File: config.mk
export PLATFORM = sky130hd
export DESIGN_NAME = rom_download_sequencer
export DESIGN_NICKNAME = d
export VERILOG_FILES = /design/src/rtl/rom_download_sequencer.sv
export SDC_FILE = /design/constraint.sdc
export NUM_CORES = 1
export LEC_CHECK = 0
export ABC_AREA = 1
export CAP_MARGIN = 40
export CORE_MARGIN = 1.5
export CORE_UTILIZATION = 53
export DETAILED_ROUTE_END_ITERATION = 10
export GPL_ROUTABILITY_DRIVEN = 0
export HOLD_SLACK_MARGIN = 0.06
export PLACE_DENSITY = 0.81
export SKIP_LAST_GASP = 1
export SYNTH_ARGS = -nofsm -noshare
export SYNTH_HDL_FRONTEND = slang
export SYNTH_SLANG_ARGS = --single-unit
File: constraint.sdc
create_clock -name CLK -period 3 [get_ports CLK]
set_input_delay 0.45 -clock CLK [delete_from_list [all_inputs] [get_ports CLK]]
set_output_delay 0.45 -clock CLK [all_outputs]
set_load 0.05 [all_outputs]
File: src/rtl/rom_download_sequencer.sv
// rom_download_sequencer
//   Bridges the HPS ioctl download port to an arcade core's ROM write port.
//   Forwards download bytes, checks that addresses arrive in order and that the
//   image has exactly EXPECTED_BYTES bytes, and keeps the core in reset during a
//   download and for HOLD_CYCLES cycles after a good load or a user reset.
//
// Ports
//   CLK          system clock
//   RESET        asynchronous active-high reset
//   dn_download  high while the HPS is transferring an image
//   dn_wr        byte strobe; only its rising edge counts
//   dn_addr      byte address
//   dn_data      byte value
//   user_reset   level-sensitive core reset request
//   rom_addr     registered dn_addr[ADDR_W-1:0]
//   rom_data     registered dn_data
//   rom_wr       one-cycle write pulse per accepted byte
//   core_reset   registered reset to the core
//   busy         high while loading or checking
//   load_ok      sticky, set after a valid load
//   load_err     sticky, set after a rejected load
module rom_download_sequencer #(
   parameter int unsigned EXPECTED_BYTES = 49152,
   parameter int unsigned HOLD_CYCLES    = 1024,
   parameter int unsigned ADDR_W         = 16
) (
   input  logic              CLK,
   input  logic              RESET,
   input  logic              dn_download,
   input  logic              dn_wr,
   input  logic [24:0]       dn_addr,
   input  logic [7:0]        dn_data,
   input  logic              user_reset,
   output logic [ADDR_W-1:0] rom_addr,
   output logic [7:0]        rom_data,
   output logic              rom_wr,
   output logic              core_reset,
   output logic              busy,
   output logic              load_ok,
   output logic              load_err
);

   localparam int unsigned CntW  = 17;
   localparam int unsigned HoldW = (HOLD_CYCLES > 1) ? $clog2(HOLD_CYCLES) : 1;
   localparam logic [HoldW-1:0] HoldLoad = HoldW'(HOLD_CYCLES - 1);

   typedef enum logic [2:0] {StIdle, StLoad, StCheck, StHold, StRun} state_e;

   state_e            state_q, state_d;
   logic [CntW-1:0]   cnt_q, cnt_d;
   logic [HoldW-1:0]  hold_q, hold_d;
   logic              err_q, err_d;
   logic              dn_wr_q, dn_download_q;
   logic [ADDR_W-1:0] rom_addr_q, rom_addr_d;
   logic [7:0]        rom_data_q, rom_data_d;
   logic              rom_wr_q, rom_wr_d;
   logic              core_reset_q, core_reset_d;
   logic              load_ok_q, load_ok_d;
   logic              load_err_q, load_err_d;

   logic wr_edge, dl_rise, dl_fall;
   logic addr_match, in_range, addr_fits, bad_byte, start_load;

   assign wr_edge = dn_wr & ~dn_wr_q;
   assign dl_rise = dn_download & ~dn_download_q;
   assign dl_fall = ~dn_download & dn_download_q;

   assign addr_match = ({7'd0, dn_addr} == {15'd0, cnt_q});
   assign in_range   = ({7'd0, dn_addr} < EXPECTED_BYTES);
   assign addr_fits  = (({7'd0, dn_addr} >> ADDR_W) == 32'd0);

   always_comb begin
      state_d    = state_q;
      cnt_d      = cnt_q;
      hold_d     = hold_q;
      err_d      = err_q;
      rom_addr_d = rom_addr_q;
      rom_data_d = rom_data_q;
      rom_wr_d   = 1'b0;
      load_ok_d  = load_ok_q;
      load_err_d = load_err_q;
      bad_byte   = 1'b0;
      start_load = 1'b0;

      unique case (state_q)
         StIdle: begin
            if (dl_rise) start_load = 1'b1;
         end
         StLoad: begin
            // A write coinciding with the end of download is still processed.
            if (wr_edge) begin
               bad_byte = ~addr_match | ~in_range;
               if (bad_byte) err_d = 1'b1;
               if (!bad_byte || addr_fits) begin
                  rom_wr_d   = 1'b1;
                  rom_addr_d = dn_addr[ADDR_W-1:0];
                  rom_data_d = dn_data;
               end
               if (cnt_q != '1) cnt_d = cnt_q + 1'b1;
            end
            if (dl_fall) state_d = StCheck;
         end
         StCheck: begin
            if (dl_rise) begin
               start_load = 1'b1;
            end else if (({15'd0, cnt_q} == EXPECTED_BYTES) && !err_q) begin
               hold_d  = HoldLoad;
               state_d = StHold;
            end else begin
               load_err_d = 1'b1;
               state_d    = StIdle;
            end
         end
         StHold: begin
            if (dl_rise) begin
               start_load = 1'b1;
            end else if (user_reset) begin
               hold_d = HoldLoad;
            end else if (hold_q == '0) begin
               load_ok_d = 1'b1;
               state_d   = StRun;
            end else begin
               hold_d = hold_q - 1'b1;
            end
         end
         StRun: begin
            if (dl_rise) begin
               start_load = 1'b1;
            end else if (user_reset) begin
               hold_d  = HoldLoad;
               state_d = StHold;
            end
         end
         default: state_d = StIdle;
      endcase

      // A new download wins over everything else, in every state.
      if (start_load) begin
         state_d    = StLoad;
         cnt_d      = '0;
         err_d      = 1'b0;
         load_ok_d  = 1'b0;
         load_err_d = 1'b0;
      end

      core_reset_d = (state_d != StRun);
   end

   always_ff @(posedge CLK or posedge RESET) begin
      if (RESET) begin
         state_q       <= StIdle;
         cnt_q         <= '0;
         hold_q        <= '0;
         err_q         <= 1'b0;
         dn_wr_q       <= 1'b0;
         // Reset high so a download still in progress across RESET is not seen
         // as a new one; the host must drop and re-raise dn_download.
         dn_download_q <= 1'b1;
         rom_addr_q    <= '0;
         rom_data_q    <= '0;
         rom_wr_q      <= 1'b0;
         core_reset_q  <= 1'b1;
         load_ok_q     <= 1'b0;
         load_err_q    <= 1'b0;
      end else begin
         state_q       <= state_d;
         cnt_q         <= cnt_d;
         hold_q        <= hold_d;
         err_q         <= err_d;
         dn_wr_q       <= dn_wr;
         dn_download_q <= dn_download;
         rom_addr_q    <= rom_addr_d;
         rom_data_q    <= rom_data_d;
         rom_wr_q      <= rom_wr_d;
         core_reset_q  <= core_reset_d;
         load_ok_q     <= load_ok_d;
         load_err_q    <= load_err_d;
      end
   end

   assign rom_addr   = rom_addr_q;
   assign rom_data   = rom_data_q;
   assign rom_wr     = rom_wr_q;
   assign core_reset = core_reset_q;
   assign busy       = (state_q == StLoad) || (state_q == StCheck);
   assign load_ok    = load_ok_q;
   assign load_err   = load_err_q;

endmodule
# Word level (Yosys, flattened, before mapping)
# Index checks and enable logic that the tools add are counted.
# totals
reg_bits	61
latchBits	0
ramBits	0
romBits	0
in_bits	38
out_inout_bits	29
elab_cells	104
n_memories	0
# op_classes
n_addsub	2
mul	0
div_mod_pow	0
magnitude_cmp	1
n_eq_ne	17
n_shift	0
mux	40
n_bitwise	9
n_reduce_logical	23
# op_table
operator	n
10-bit two-way mux	7
17-bit two-way mux	4
32-bit logical NOT	1
10-bit one-hot mux with 3 select lines	1
25-bit by 17-bit equality test with 1-bit output	1
25-bit by 16-bit < comparator with 1-bit output (second input constant)	1
3-bit two-way mux	8
1-bit two-way mux	18
17-bit by 1-bit adder with 17-bit output (second input constant)	1
17-bit by 16-bit equality test with 1-bit output (second input constant)	1
17-bit inequality test (second input constant)	1
3-bit one-hot mux with 5 select lines	1
2-bit nonzero test	7
2-bit inequality test (second input constant)	6
3-bit AND reduction	4
10-bit logical NOT	1
10-bit by 1-bit subtractor with 10-bit output (second input constant)	1
7-bit AND reduction	1
3-bit by 2-bit equality test with 1-bit output (second input constant)	2
3-bit inequality test (second input constant)	2
1-bit inverter	5
2-bit by 1-bit inequality test with 1-bit output (second input constant)	2
4-bit AND reduction	1
4-bit OR reduction	1
10 further kinds	14

# Depth between registers and ports, before layout
# Gate-level depths: netlist of the first run.
# logic_depth
ltp_word	8
mapped_depth	15
ltp_nobuf	15

# Least setup slack after synthesis of the first run
# OpenSTA, ideal clock, no wires.
# synth_timing
kind	flip-flop to flip-flop
start	reg cnt_q[0]
end	reg cnt_q[3]
setup_time_ps	122
t_arrival_ps	1990
required_time_ps	2878
slack_ps	889
path_stages_with_launch	15
n_path_buf	1
synth_period_minus_slack_ps	2111
path_cell_list	dfrtp_1 -> ha_1 -> nand3_2 -> nor2_2 -> nand2_2 -> nor3_2 -> inv_2 -> nor4_1 -> ha_1 -> inv_1 -> nand2_2 -> nand2_2 -> buf_6 -> a21oi_1 -> nor3_2
# synth_via
elab_chain_cells	5
elab_cells_between_ends	8
cone_classes	1 x add/sub; 1 x eq/ne; 4 x mux; 2 x reduce/logical
# synth_lines
item	line_no	rtl
start, declared	50	logic [CntW-1:0] cnt_q, cnt_d;
start signal, assigned	167	cnt_q <= cnt_d;
17-bit by 1-bit adder with 17-bit output	99	if (cnt_q != '1) cnt_d = cnt_q + 1'b1;
17-bit two-way mux	99	
17-bit two-way mux	91	if (wr_edge) begin
17-bit two-way mux	85	unique case (state_q)
17-bit two-way mux	138	if (start_load) begin
# Several ways; a longest one is shown, not always the timed one. The select of a mux whose other input is x is not followed.
# A chain may end at the register's enable or synchronous reset.

# Final worst setup path of the first run
# layout_timing
start	reg cnt_q[0]
end	reg cnt_q[5]
# Same word-level chain as after synthesis.

==> results of run 1 <==
-- per-stage QoR --
stage | std cells | hold WS [ns] | util
2_1_floorplan | 488 | 0.454 | -
5_1_grt | 641 | 0.478 | 0.701
3_3_place_gp | 624 | 0.461 | 0.664
4_1_cts | 641 | 0.438 | 0.701
3_5_place_dp | 625 | 0.465 | 0.668
6_report | 641 | 0.438 | 0.701
-- layout make-up --
cell class,count,share of cell area
repair buffers,70,0.157
flip-flops and latches,61,0.338
clock buffers,9,0.0273
well taps,77,0.0213
inverters,68,0.0564
multi-input cells,349,0.381
clock inverters,7,0.0199
-- layout by cell type (no fill, tap or decap) --
master and count:
buf_4 3, or2_2 1, and2_1 1, nor3_1 11, a211oi_1 1, nand2_2 12, nor3_2 3, dfstp_2 2
o21ai_1 14, nand3b_1 1, bufinv_16 2, nand2_4 4, clkinv_2 3, nor4_1 2, nand2_1 148, nor2_2 2
inv_1 55, nand3_1 25, o21ai_2 11, clkbuf_8 9, nand3_2 3, xnor2_1 1, clkdlybuf4s50_1 66, nor2_4 5
nor2_1 52, inv_2 13, xor2_1 2, a21oi_1 8, clkinvlp_4 2, o21ai_0 19, buf_16 1, dfrtp_1 59
ha_1 5, nand4_1 17, o21a_1 1
-- report_power, final --
group          total, mW  internal (mW)  switching [mW]
Combinational      0.982          0.357           0.625
Sequential          1.13          0.963           0.162
Clock              0.794          0.463           0.331
-- flip-flops by register name, summed over array words and instances (netlist names) --
name / count
cnt_q: 17
dn_wr_q: 1
rom_wr: 1
core_reset: 1
rom_addr: 16
err_q: 1
hold_q: 10
rom_data: 8
state_q: 3
load_ok: 1
load_err: 1
dn_download_q: 1
-- layer usage --
metal / vias up / global-route usage / part of all wire
li1: 1689 / - / -
met1: 1610 / 0.326 / 0.44
met2: 127 / 0.427 / 0.49
met3: 15 / 0.0554 / 0.059
met4: 0 / 0.0938 / 0.014
met5: - / 0 / 0
-- Yosys cell counts, types with 3 or more instances --
master   count  area share
a21oi_1      8       0.011
buf_2        5      0.0070
dfrtp_1     59        0.41
ha_1         5       0.017
inv_1       56       0.058
inv_2       12       0.013
nand2_1    148        0.15
nand2_2     12       0.021
nand2_4      4       0.013
nand3_1     25       0.035
nand3_2      3      0.0084
nand4_1     17       0.030
nor2_1      52       0.054
nor2_4       5       0.016
nor3_1      11       0.015
nor3_2       3      0.0084
o21ai_0     19       0.026
o21ai_1     14       0.019
o21ai_2     11       0.027
-- how the worst max path moves through the flow --
| stage | start | to | slack (ns) | depth (start not counted) |
|---|---|---|---|---|
| 3_3_place_gp | cnt_q[0]$_DFFE_PP0P_ | cnt_q[7]$_DFFE_PP0P_ | 0.60 | 15 |
| 6_report | cnt_q[0]$_DFFE_PP0P_ | cnt_q[5]$_DFFE_PP0P_ | 0.35 | 15 |
| 5_1_grt | cnt_q[0]$_DFFE_PP0P_ | cnt_q[7]$_DFFE_PP0P_ | 0.1 | 15 |
| 3_5_place_dp | cnt_q[0]$_DFFE_PP0P_ | cnt_q[5]$_DFFE_PP0P_ | 0.45 | 15 |
| 4_1_cts | cnt_q[0]$_DFFE_PP0P_ | cnt_q[7]$_DFFE_PP0P_ | 0.42 | 15 |
| 2_1_floorplan | cnt_q[0]$_DFFE_PP0P_ | cnt_q[3]$_DFFE_PP0P_ | 0.89 | 14 |
-- critical path: stages (launching register included) --
cell	delay, ns
dfrtp_1	0.41
ha_1	0.24
nand3_2	0.14
nor2_2	0.18
nand2_2	0.10
nor3_2	0.18
inv_2	0.06
nor4_1	0.19
ha_1	0.20
inv_1	0.07
nand2_2	0.09
nand2_2	0.25
nand2_1	0.22
nand2_1	0.08
nand2_1	0.07
a21oi_1	0.05
-- cells by family (layout without fill, tap and decap cells) --
| group | after synthesis | in the layout |
|---|---|---|
| buffers and inverters | 78 | 154 |
| adder cells (fa/ha/maj) | 5 | 5 |
| flip-flops | 61 | 61 |
| AO/OA/AOI/OAI | 54 | 54 |
| AND/OR/NAND/NOR | 287 | 287 |
| XOR/XNOR | 3 | 3 |
==> impl_metrics.tcl, run 1 <==
set metrics [dict create \
    status "complete, but fails checks" \
    violations "design-rule violations" \
    crit_path_end_kind "flip-flop" \
    power_density_nw_per_um2 641 \
    wl_um 8800 \
    synth_ff_type "dfrtp_1" \
    synth_async_sr_flop_share 1.00 \
    clockBufferDepth 2 \
    via_per_inst 5.37 \
    max_freq_ghz 0.378 \
    synth_area_per_cell_um2 7.37 \
    setup-violations-final 0 \
    start_util 0.557 \
    drv_cap 0 \
    track_usage 0.255 \
    cts_max_level 3 \
    cts.sinks 61 \
    clk_pin_slew_worst_paths_ns 0.07 \
    cts_resized 0 \
    yosys.area_share.simple 0.367 \
    synth_mux_area_frac 0 \
    cts_tree "built" \
    dr.pass1.iters 10 \
    p_leak_nw 2.17 \
    synth-seq-cells 61 \
    reg2reg_slack_ns 0.35 \
    port_buffers 66 \
    num_vias 3441 \
    synth_warnings 0 \
    postCtsSetupRepairBufs 0 \
    area_growth_pct 26.0 \
    hold_viol 0 \
    finalMaxSlewViolations 0 \
    antenna_found_initial 0 \
    drive_gt1_frac 0.135 \
    p_total_mw 2.90 \
    grt_pass1_wl_um 14700 \
    ys_seq_area_frac 0.425 \
    worstMarginPinSlew_ns 0.512 \
    period_needed_ns 2.65 \
    final_cell_area_um2 4530 \
    reg2reg_to "cnt_q[5]$_DFFE_PP0P_" \
    io_pins 67 \
    dieWidth_um 85.4 \
    ctsHoldBuffers 0 \
    drcViolationCount 4 \
    worstPathArrival_ns 2.86 \
    postRouteAntennaNets 0 \
    num_rows 29 \
    drt_iter0_markers 332 \
    synthAdderAreaFrac 0.0174 \
    hp-class "input pin to async pin" \
    rsz0062_at_grt "no" \
    syn_area_um2 3600 \
    finalSetupTns_ns 0 \
    coreArea_um2 6460 \
    critPathRequiredTime_ns 3.22 \
    timing_worst_setup_path_type "flip-flop to flip-flop" \
    slew_headroom 0.658 \
    synth_compound_area_frac 0.0880 \
    numCtsBuffers 9 \
    multi_input_area_um2 1720 \
    syn-instance-count 488 \
    synth_nets 531 \
    die_y_um 85.4 \
    dieArea_um2 7290 \
    antennaDiodeCount 0 \
    synth_edf_count 0 \
    setup_ws_ns 0.354 \
    hpwl_um 6650 \
    reg2reg_depth 15 \
    seq_area_um2 1530 \
    synth_xor_area_frac 0.00731 \
    ir_drop_mv 0.477 \
    finalCritPeriodShare 0.882 \
    root_buffer "clkbuf_8" \
    place_area_um2 4320 \
    pre_cts_slack_ns 0.446 \
    fillers 538 \
    clk_latency_ns 0.34 \
    worstSetupStartpointType "flip-flop" \
    grt_pass1_vias 3255 \
    grt-ovfl-total 0 \
    post_drt_wl_per_cell_um 13.7 \
    grt_start_max_net_pins 25 \
    ys_types 33 \
    r2r-start "cnt_q[0]$_DFFE_PP0P_" \
    synth_top_family_by_area "simple AND/OR/NAND/NOR gates" \
    final_nets 602 \
    finClkSkew_ns 0.0102 \
    cp_max_fo 24 \
]
(Power assumes the default switching activity.)
==> inputs of run 2 (changes only) <==
--- a/config.mk
+++ b/config.mk
@@ -13,6 +13,7 @@
 export GPL_ROUTABILITY_DRIVEN = 0
 export HOLD_SLACK_MARGIN = 0.06
 export PLACE_DENSITY = 0.81
+export SKIP_CTS_REPAIR_TIMING = 1
 export SKIP_LAST_GASP = 1
 export SYNTH_ARGS = -nofsm -noshare
 export SYNTH_HDL_FRONTEND = slang
==> results of run 2 <==
Same layout as run 1: the final DEF is identical, and so are final timing and power.
==> inputs of run 3 (changes only) <==
--- a/config.mk
+++ b/config.mk
@@ -7,10 +7,11 @@
 export LEC_CHECK = 0
 export ABC_AREA = 1
 export CAP_MARGIN = 40
-export CORE_MARGIN = 1.5
+export CORE_MARGIN = 3
 export CORE_UTILIZATION = 53
 export DETAILED_ROUTE_END_ITERATION = 10
 export GPL_ROUTABILITY_DRIVEN = 0
+export GPL_TIMING_DRIVEN = 0
 export HOLD_SLACK_MARGIN = 0.06
 export PLACE_DENSITY = 0.81
 export SKIP_CTS_REPAIR_TIMING = 1
==> run 3 against run 2 <==
  * The flow now finishes without violations
  * First-iteration DRC count decreased by 33%
  * Cell count increased by 1.1%
  * Sequential share of layout area is 0.25 points lower
  * Count of clock-buffer cells in the layout unchanged
  * Clock skew shrank 0.0025 ns
  * Global-route usage down 0.94 points
  * Combinational power is 7% higher
  * Highest routed layer unchanged
==> impl_metrics.tcl, run 3 (synthesized netlist as in run 1, its figures left out) <==
set metrics [dict create \
    status "completed" \
    r2r-start "cnt_q[0]$_DFFE_PP0P_" \
    dieArea_um2 7810 \
    ir_drop_mv 0.523 \
    setup-violations-final 0 \
    hpwl_um 6830 \
    cts_tree "built" \
    slew_headroom 0.562 \
    crit_start "state_q[2]$_DFF_PP0_" \
    max_freq_ghz 0.390 \
    finalMaxSlewViolations 0 \
    drcViolationCount 0 \
    p_leak_nw 2.19 \
    drt_iter0_markers 223 \
    area_growth_pct 26.9 \
    antennaDiodeCount 0 \
    final_cell_area_um2 4560 \
    place_area_um2 4370 \
    clk_pin_slew_worst_paths_ns 0.07 \
    drive_gt1_frac 0.144 \
    power_density_nw_per_um2 635 \
    worstSetupStartpointType "flip-flop" \
    io_pins 67 \
    largest_reg_flops 17 \
    grt_pass1_wl_um 14900 \
    numCtsBuffers 9 \
    finClkSkew_ns 0.00770 \
    drv_cap 0 \
    dieWidth_um 88.4 \
    die_y_um 88.4 \
    final_nets 609 \
    grt-ovfl-total 0 \
    num_vias 3408 \
    hold_viol 0 \
    reg2reg_slack_ns 0.44 \
    layout_common_cells "148 x nand2_1, 66 x clkdlybuf4s50_1, 59 x dfrtp_1" \
    dr.pass1.iters 4 \
    antenna_found_initial 0 \
    root_buffer "clkbuf_8" \
    finalCritPeriodShare 0.855 \
    finalSetupTns_ns 0 \
    wl_um 8970 \
    hp-class "flip-flop to flip-flop" \
    min_from "rom_data[2]$_DFFE_PP0P_" \
    start_util 0.557 \
    track_usage 0.246 \
    final_common_cell "nand2_1" \
    coreArea_um2 6460 \
    timing_worst_setup_path_type "flip-flop to primary output" \
    worstPathArrival_ns 2.12 \
    via_per_inst 5.26 \
    postRouteAntennaNets 0 \
    post-route-util 0.707 \
    grt_pass1_vias 3321 \
    port_buffers 66 \
    clockBufferDepth 2 \
    grt_start_max_net_pins 33 \
    fillers 519 \
    critPathRequiredTime_ns 2.55 \
    rsz0062_at_grt "no" \
    num_rows 29 \
    crit_path_end_kind "primary output" \
    cp_max_fo 5 \
    top_register "cnt_q" \
    cts.sinks 61 \
    clk_latency_ns 0.36 \
    worstMarginPinSlew_ns 0.656 \
    period_needed_ns 2.57 \
    post_drt_wl_per_cell_um 13.8 \
    cts_max_level 3 \
]
## run 3: cell types whose count changed in the layout (fill, tap and decap cells not counted)
| cell | previous run | this run |
|---|---|---|
| bufinv_16 | 2 | 1 |
| buf_6 | 0 | 1 |
| clkinvlp_4 | 2 | 1 |
| buf_4 | 3 | 1 |
| buf_2 | 0 | 5 |
| buf_16 | 1 | 0 |
| clkbuf_1 | 0 | 1 |
| clkinv_4 | 0 | 1 |
| buf_12 | 0 | 3 |
| clkinv_2 | 3 | 4 |
## run 3: final timing paths
path,endpoint,cells after the start
max in group asynchronous,cnt_q[2]$_DFFE_PP0P_,3
worst min-delay path,rom_data[2]$_DFFE_PP0P_,2
worst min register to register,rom_data[2]$_DFFE_PP0P_,2
min in group asynchronous,rom_data[0]$_DFFE_PP0P_,2
worst max register to register,cnt_q[3]$_DFFE_PP0P_,14
worst max-delay path,busy,6
## run 3: final cells by class
type,count,area (um2),area share
Buffer,10,87.6,0.0192
Clock buffer,9,124,0.0271
Clock inverter,7,66.3,0.0145
Inverter,68,255,0.0559
Multi-Input combinational cell,349,1720,0.378
Sequential cell,61,1530,0.335
Tap cell,77,96.3,0.0211
Timing Repair Buffer,67,681,0.149
## run 3: per-layer routing
layer | part of all wire | GRT usage
met1 | 0.44 | 0.308
met2 | 0.49 | 0.413
met3 | 0.056 | 0.0493
met4 | 0.016 | 0.104
met5 | 0 | 0
## run 3: stage by stage
stage | std cells | worst slack, ns | total power [mW] | hold slack (ns)
CTS | 648 | 0.429 | 2.91 | 0.487
global route | 648 | 0.182 | 3.08 | 0.497
detailed placement | 632 | 0.460 | 2.18 | 0.467
global placement | 631 | -0.0161 | 2.13 | 0.461
finish | 648 | 0.434 | 2.90 | 0.483
floorplan | 488 | 0.889 | 1.89 | 0.454
## run 3: worst max-delay path: stages (launching register included)
cell and delay [ns]:
dfrtp_1 0.40, inv_2 0.12, nand2_4 0.09, nor2_1 0.21, inv_1 0.09, nand2_1 0.06, clkdlybuf4s50_1 0.80
## run 3: report_power, final
| part | internal (mW) | switching [mW] |
|---|---|---|
| Clock | 0.378 | 0.349 |
| Sequential | 0.962 | 0.164 |
| Combinational | 0.400 | 0.645 |
